### src/rtl/alu_logic_pkg.sv
// Shared types and defaults for the sequential bitwise logic unit.
// Op and FSM state encodings are 2 bits wide.
package alu_logic_pkg;

  localparam int WIDTH_DEF = 20;
  localparam int SLICE_DEF = 4;

  typedef enum logic [1:0] {
    OP_AND  = 2'b00,
    OP_OR   = 2'b01,
    OP_XOR  = 2'b10,
    OP_NAND = 2'b11
  } op_e;

  typedef enum logic [1:0] {
    S_IDLE = 2'd0,
    S_BUSY = 2'd1,
    S_DONE = 2'd2
  } state_e;

endpackage

### src/rtl/alu_logic_seq_if.sv
// Request/response channels of the logic unit; master drives operands, slave returns results.
// Both channels use valid/ready handshakes; a transfer happens when both are high at an edge.
interface alu_logic_seq_if
  import alu_logic_pkg::*;
#(
  parameter int WIDTH = WIDTH_DEF
);
  logic             req_valid;
  logic             req_ready;
  logic [1:0]       req_op;
  logic [WIDTH-1:0] req_a;
  logic [WIDTH-1:0] req_b;
  logic             rsp_valid;
  logic             rsp_ready;
  logic [WIDTH-1:0] rsp_data;
  logic             rsp_zero;

  modport master (
    output req_valid, req_op, req_a, req_b, rsp_ready,
    input  req_ready, rsp_valid, rsp_data, rsp_zero
  );

  modport slave (
    input  req_valid, req_op, req_a, req_b, rsp_ready,
    output req_ready, rsp_valid, rsp_data, rsp_zero
  );
endinterface

### src/rtl/logic_slice.sv
// Combinational SLICE-bit bitwise evaluator (AND/OR/XOR/NAND).
// Latency: none; no flow control.
module logic_slice
  import alu_logic_pkg::*;
#(
  parameter int SLICE = SLICE_DEF
) (
  input  op_e              op,
  input  logic [SLICE-1:0] a,
  input  logic [SLICE-1:0] b,
  output logic [SLICE-1:0] y
);

  always_comb begin
    y = '0;
    case (op)
      OP_AND:  y = a & b;
      OP_OR:   y = a | b;
      OP_XOR:  y = a ^ b;
      OP_NAND: y = ~(a & b);
      default: y = '0;
    endcase
  end

endmodule

### src/rtl/alu_logic_seq.sv
// Sequential bitwise logic unit; latency NSLICE cycles from accept edge to rsp_valid.
// Backpressure: one op in flight, req_ready low until the response handshake completes.
module alu_logic_seq
  import alu_logic_pkg::*;
#(
  parameter int WIDTH = WIDTH_DEF,
  parameter int SLICE = SLICE_DEF
) (
  input  logic           clk,
  input  logic           rst,
  alu_logic_seq_if.slave bus
);

  localparam int NSLICE = WIDTH / SLICE;
  localparam int CNT_W  = (NSLICE > 1) ? $clog2(NSLICE) : 1;
  localparam logic [CNT_W-1:0] LAST_CNT = CNT_W'(NSLICE - 1);

  state_e           state;
  state_e           state_nxt;
  op_e              op_q;
  logic [CNT_W-1:0] cnt;
  logic [WIDTH-1:0] a_q;
  logic [WIDTH-1:0] b_q;
  logic [WIDTH-1:0] acc;
  logic [WIDTH-1:0] acc_nxt;
  logic [WIDTH-1:0] rsp_data_q;
  logic             rsp_zero_q;
  logic [SLICE-1:0] a_sl;
  logic [SLICE-1:0] b_sl;
  logic [SLICE-1:0] y_sl;
  logic             req_ready_c;
  logic             rsp_valid_c;
  logic             accept;
  logic             last;

  // Single evaluator shared across all slices, selected by the counter
  assign a_sl = a_q[cnt*SLICE +: SLICE];
  assign b_sl = b_q[cnt*SLICE +: SLICE];
  assign last = (cnt == LAST_CNT);

  logic_slice #(.SLICE(SLICE)) u_slice (
    .op (op_q),
    .a  (a_sl),
    .b  (b_sl),
    .y  (y_sl)
  );

  always_comb begin
    acc_nxt = acc;
    acc_nxt[cnt*SLICE +: SLICE] = y_sl;
  end

  always_ff @(posedge clk) begin
    if (rst) begin
      state <= S_IDLE;
    end else begin
      state <= state_nxt;
    end
  end

  // Handshake outputs are masked during reset so nothing transfers while rst is high
  always_comb begin
    state_nxt   = state;
    req_ready_c = 1'b0;
    rsp_valid_c = 1'b0;
    accept      = 1'b0;
    case (state)
      S_IDLE: begin
        req_ready_c = !rst;
        if (bus.req_valid && !rst) begin
          accept    = 1'b1;
          state_nxt = S_BUSY;
        end
      end
      S_BUSY: begin
        if (last) begin
          state_nxt = S_DONE;
        end
      end
      S_DONE: begin
        rsp_valid_c = !rst;
        if (bus.rsp_ready) begin
          state_nxt = S_IDLE;
        end
      end
      default: state_nxt = S_IDLE;
    endcase
  end

  always_ff @(posedge clk) begin
    if (rst) begin
      op_q       <= OP_AND;
      cnt        <= '0;
      a_q        <= '0;
      b_q        <= '0;
      acc        <= '0;
      rsp_data_q <= '0;
      rsp_zero_q <= 1'b0;
    end else begin
      if (accept) begin
        op_q <= op_e'(bus.req_op);
        a_q  <= bus.req_a;
        b_q  <= bus.req_b;
        cnt  <= '0;
        acc  <= '0;
      end else if (state == S_BUSY) begin
        acc <= acc_nxt;
        cnt <= last ? '0 : cnt + 1'b1;
        if (last) begin
          rsp_data_q <= acc_nxt;
          rsp_zero_q <= (acc_nxt == '0);
        end
      end
    end
  end

  assign bus.req_ready = req_ready_c;
  assign bus.rsp_valid = rsp_valid_c;
  assign bus.rsp_data  = rsp_data_q;
  assign bus.rsp_zero  = rsp_zero_q;

endmodule
### src/flat_wrapper.sv
// flat-port wrapper written by rule: the top's interface ports become plain ports
module alu_logic_seq_flat import alu_logic_pkg::*;
#(
  parameter int WIDTH = WIDTH_DEF,
  parameter int SLICE = SLICE_DEF
)
  (clk, rst, bus_req_valid, bus_req_op, bus_req_a, bus_req_b, bus_rsp_ready, bus_req_ready, bus_rsp_valid, bus_rsp_data, bus_rsp_zero);
  alu_logic_seq_if #(.WIDTH(WIDTH)) bus_i ();
  input  logic clk;
  input  logic rst;
  input wire logic [$bits(bus_i.req_valid)-1:0] bus_req_valid;
  input wire logic [$bits(bus_i.req_op)-1:0] bus_req_op;
  input wire logic [$bits(bus_i.req_a)-1:0] bus_req_a;
  input wire logic [$bits(bus_i.req_b)-1:0] bus_req_b;
  input wire logic [$bits(bus_i.rsp_ready)-1:0] bus_rsp_ready;
  output wire logic [$bits(bus_i.req_ready)-1:0] bus_req_ready;
  output wire logic [$bits(bus_i.rsp_valid)-1:0] bus_rsp_valid;
  output wire logic [$bits(bus_i.rsp_data)-1:0] bus_rsp_data;
  output wire logic [$bits(bus_i.rsp_zero)-1:0] bus_rsp_zero;
  assign bus_i.req_valid = bus_req_valid;
  assign bus_i.req_op = bus_req_op;
  assign bus_i.req_a = bus_req_a;
  assign bus_i.req_b = bus_req_b;
  assign bus_i.rsp_ready = bus_rsp_ready;
  assign bus_req_ready = bus_i.req_ready;
  assign bus_rsp_valid = bus_i.rsp_valid;
  assign bus_rsp_data = bus_i.rsp_data;
  assign bus_rsp_zero = bus_i.rsp_zero;
  alu_logic_seq #(.WIDTH(WIDTH), .SLICE(SLICE)) u_core (.clk(clk), .rst(rst), .bus(bus_i));
endmodule
### config.mk
export PLATFORM = sky130hd
export DESIGN_NAME = alu_logic_seq_flat
export DESIGN_NICKNAME = d
export VERILOG_FILES = /design/src/rtl/alu_logic_pkg.sv /design/src/rtl/alu_logic_seq_if.sv /design/src/rtl/logic_slice.sv /design/src/rtl/alu_logic_seq.sv /design/src/flat_wrapper.sv
export SDC_FILE = /design/constraint.sdc
export NUM_CORES = 1
export LEC_CHECK = 0
export BUFFER_PORTS_ARGS = -buffer_cell sky130_fd_sc_hd__buf_2
export CAP_MARGIN = 15
export CORE_ASPECT_RATIO = 1.25
export CORE_MARGIN = 1
export CORE_UTILIZATION = 30
export CTS_BUF_LIST = sky130_fd_sc_hd__clkbuf_8
export DETAILED_ROUTE_END_ITERATION = 8
export PLACE_DENSITY = 0.55
export REMOVE_ABC_BUFFERS = 1
export SYNTH_ARGS = -nofsm -noshare
export SYNTH_HDL_FRONTEND = slang
export SYNTH_SLANG_ARGS = --single-unit
### constraint.sdc
create_clock -name clk -period 5.9 [get_ports clk]
set_input_delay 0.885 -clock clk [delete_from_list [all_inputs] [get_ports clk]]
set_output_delay 0.885 -clock clk [all_outputs]
set_load 0.05 [all_outputs]
==> results by stage <==
Pwr:
- The net switching component of the power is 0.324 mW.
- For this design the static power due to leakage is 1.96 nW.
- Per report_power, the combinational group accounts for 11.5% of the total.
- The overall power after layout is 1.28 mW.
- The power density over cell area is between 200 and 300 mW/mm².
- Of the total power, the share spent switching nets is 25.3%.
- The share of total power dissipated in sequential elements is ~49%.
- VDD sags by at most around 130 µV.
- The part of the total power dissipated in the clock network is 39.3%.
- The internal power is approximately 0.95 mW.

Worst setup path:
- STA classifies the critical path startpoint as a flip-flop.
- The endpoint of the lowest-slack register-to-register path is u_core.bus.rsp_zero.
- The launch point of the worst reg-to-reg path is u_core.cnt[2].
- The most critical setup path has its startpoint at u_core.cnt[2].
- The reg-to-reg setup timing slack is 2270 ps.
- The worst path arrival time is 3910 ps.
- The required time at the worst-slack endpoint is 6180 ps.
- In this run the worst setup path terminates at u_core.bus.rsp_zero.
- The critical-path maximum fanout is 13.
- For the worst flop-to-flop path, the logic depth is 11.
- The critical path class is reg2reg.
- The sort of element at the end of the critical path is a flip-flop.

Placement:
- The number of input and output port buffers inserted is 68.
- The placer congestion estimate is 0.816.
- Detailed placement ended at an HPWL of 7230 µm.

Routing:
- Wire segments on met3 add up to 423 µm in the final route.
- The post-detailed-route count of antenna-violating nets is 0.
- The detail-routed net length per standard cell is 13.1 µm.
- The via count is 3750.
- The first routing iteration left 117 violations.
- Before antenna repair, the detailed router went through 4 iterations.
- The vias per cell is 4.87.
- The overall routed net length is a little over 10000 µm.
- The final routed DRC violation total is 0.
- The routed design uses approximately 5100 µm of met2 wire.
- After detailed routing, the wire length on met1 is 4390 µm.
- The highest metal layer carrying signal wires in the routed design is met4.

Floorplanning:
- Row generation in the floorplan step produced 48 rows.
- In this run the count of I/O pins placed on the die edge is 69.
- The floorplan step set the die height to 136 µm.
- The width of the die is 109 µm.
- Once the floorplan was initialized, standard cells occupied 31.0% of the core.
- The die covers 0.0149 mm².
- The placeable core area is around 0.014 mm².

Synthesis:
- For this run, the number of Yosys warnings is 0.
- A synthesized cell averages 7.93 µm².
- The summed instance area of the synthesized netlist is 0.00432 mm².
- The most area-hungry cell type in the Yosys netlist is sky130_fd_sc_hd__dfxtp_1.
- In the post-synthesis netlist, the cell with the most instances is sky130_fd_sc_hd__nand2_1.
- The share of flip-flops with an asynchronous set or reset is 0%.
- In this run, synthesis inferred 0 flip-flops with an integrated enable.
- Counting every instance in the synthesized netlist gives 544.
- The share of the synthesized area in the top cell type is 40.8%.
- The count of unique library cells instantiated by Yosys is between 50 and 60.
- Ranked by instance count, the synthesized netlist is headed by 119 x sky130_fd_sc_hd__nand2_1, 88 x sky130_fd_sc_hd__dfxtp_1, 74 x sky130_fd_sc_hd__a21oi_1.
- The flip-flop cell with the highest count after synthesis is sky130_fd_sc_hd__dfxtp_1.
- The flip-flop and latch count after synthesis is 88.
- Ranked by total cell area, the synthesized netlist is headed by sky130_fd_sc_hd__dfxtp_1 41%, sky130_fd_sc_hd__nand2_1 10%, sky130_fd_sc_hd__a21oi_1 8.6%.
- Sequential elements use 40.8% of the synthesized area.

STA:
- Counting I/O delays and the setup requirement, the final critical path takes 3630 ps.
- The number of pins with negative max-slew slack in the final report is 0.
- The largest clock skew in the final design is 9.01 ps.
- After layout, the worst path uses 61.5% of the clock period.
- The headroom to the max-slew limit is 40.3%.
- Setup repair after global routing left no endpoint under its margin.
- The achievable frequency is 276 MHz.
- The number of failing hold endpoints at the final stage is 0.
- After routing, the total negative slack on setup checks comes to 0 ps.
- The transition time of the tightest slew-check pin is 896 ps.
- Setup violations remaining at the end of the flow were counted as 0.

Clock tree:
- The number of buffers inserted during clock tree synthesis is 9.
- The cell chosen for the clock root is sky130_fd_sc_hd__clkbuf_8.
- The clock sink total is 88.
- The TritonCTS clock tree is built.
- The clock tree synthesis step divided the H-tree into 3 levels.
- The number of buffers added for setup after CTS is 0.
- The clock reaches the later pin of the worst-skew pair after ~360 ps.
- Clock-pin slew was measured on the worst setup and hold paths at roughly 90 ps.
- In this run the deepest clock path goes through 2 buffers.
- The number of gates given a new drive strength after cts is 0.
- The hold buffer count at CTS is 0.

Hold path:
- The tightest min-delay check is of the reg2reg type.

Layout:
- The area growth from synthesis to layout is 15.3%.
- The antenna diode count is 0.
- Cells with a size suffix above 1 make up a little under a fifth of the layout.
- After the last flow step, the layout net total stands at 651.

Global route:
- The total overflow left after global routing is 0.
- The maximum number of pins on one net before global-route repair is 44.
- The number of global-route vias before repair is 3522.
- The initial antenna violation count is 0.
- The first global-routing pass estimated 16500 µm of wire.
- For this run, the total global-route usage over all layers was measured as 14.2%.

Run:
- Across the run, the number of max-cap violations was 0.

Run status:
- The flow ran to the end, and the final reports show no timing, DRC or antenna violations.
## sequential cells by signal (all words and copies together), names as in the netlist
register,flops
u_core.cnt,3
u_core.bus.rsp_data,20
u_core.bus.rsp_zero,1
u_core.state,2
u_core.b_q,20
u_core.a_q,20
u_core.acc,20
u_core.op_q,2
## metrics by stage
step | hold WS (ps) | worst slack (ps) | std cells | util (%) | instance area, µm²
finish | 455 | 2270 | 770 | 35.7 | 4970
global route | 470 | 1910 | 770 | 35.7 | 4970
CTS | 456 | 2210 | 770 | 35.7 | 4970
detailed placement | 443 | 2230 | 754 | 33.9 | 4730
global placement | 442 | 2360 | 754 | 33.9 | 4730
floorplan | 427 | 1890 | 505 | - | 4120
## cell type report
type                       count  area [µm²]
fill                        1534        8960
clock inverter                 7         120
clock buffer                   9         124
multi-input combinational    404        2310
inverter                      13        48.8
timing repair buffer          74         385
tap                          175         219
sequential                    88        1760
## cells by family after synthesis
| family | after synthesis | share of synthesized area [%] |
|---|---|---|
| compound gates | 137 | 20.2 |
| xor+xnor | 1 | 0.203 |
| fa+ha+maj | 15 | 4.35 |
| buf+inv | 52 | 5.60 |
| flops | 88 | 40.8 |
| mux | 23 | 5.60 |
| simple gates | 228 | 23.2 |
## power by group through the flow
| stage | clock, mW | combinational (mW) | sequential [mW] |
|---|---|---|---|
| floorplan | 0 | 0.0965 | 0.640 |
| global placement | 0 | 0.146 | 0.642 |
| detailed placement | 0 | 0.150 | 0.643 |
| CTS | 0.520 | 0.150 | 0.629 |
| global route | 0.544 | 0.167 | 0.632 |
| finish | 0.502 | 0.148 | 0.629 |
## critical path, stage by stage (launching register included)
cell	delay, ps
sky130_fd_sc_hd__dfxtp_1	640
sky130_fd_sc_hd__inv_1	180
sky130_fd_sc_hd__nor3_1	710
sky130_fd_sc_hd__nand2_1	120
sky130_fd_sc_hd__o21a_1	150
sky130_fd_sc_hd__ha_1	290
sky130_fd_sc_hd__nor2b_1	130
sky130_fd_sc_hd__o21ai_1	350
sky130_fd_sc_hd__a21oi_1	170
sky130_fd_sc_hd__a2111oi_2	410
sky130_fd_sc_hd__nand4bb_1	140
sky130_fd_sc_hd__o31ai_1	250
## worst min-delay path by stage
stage	from	depth (start not counted)	to
floorplan	u_core.a_q[12]	2	u_core.a_q[12]
global placement	u_core.a_q[13]	2	u_core.a_q[13]
detailed placement	u_core.b_q[13]	2	u_core.b_q[13]
CTS	u_core.b_q[13]	2	u_core.b_q[13]
global route	u_core.bus.rsp_data[16]	2	u_core.bus.rsp_data[16]
finish	u_core.b_q[13]	2	u_core.b_q[13]
## cells in the final DEF (no fill, tap or decap), types with 2 or more instances in the layout
cell                        instances
sky130_fd_sc_hd__a211o_1            3
sky130_fd_sc_hd__a211oi_1          23
sky130_fd_sc_hd__a21oi_1           74
sky130_fd_sc_hd__a22oi_1            4
sky130_fd_sc_hd__and2_1             2
sky130_fd_sc_hd__and2_2             4
sky130_fd_sc_hd__and3_1             2
sky130_fd_sc_hd__buf_2             68
sky130_fd_sc_hd__buf_4              6
sky130_fd_sc_hd__bufinv_16          3
sky130_fd_sc_hd__clkbuf_8           9
sky130_fd_sc_hd__clkinv_4           2
sky130_fd_sc_hd__dfxtp_1           88
sky130_fd_sc_hd__ha_1              15
sky130_fd_sc_hd__inv_1             13
sky130_fd_sc_hd__mux2_2             9
sky130_fd_sc_hd__mux2i_1           14
sky130_fd_sc_hd__nand2_1          119
sky130_fd_sc_hd__nand2b_1           2
sky130_fd_sc_hd__nand3_1           10
sky130_fd_sc_hd__nor2_1            56
sky130_fd_sc_hd__nor2b_1            7
sky130_fd_sc_hd__nor3_1             9
sky130_fd_sc_hd__nor4_1             2
sky130_fd_sc_hd__o211ai_1           7
sky130_fd_sc_hd__o21a_1             8
sky130_fd_sc_hd__o21ai_0            5
sky130_fd_sc_hd__o21ai_1            2
sky130_fd_sc_hd__or3_1              3
## metal layers
metal  track usage (%)  up-vias
li1                  -     1954
met1              15.9     1708
met2              25.6       77
met3              3.07       11
met4              6.00        0
met5                 0        -
Power figures use the tool's default switching activity.
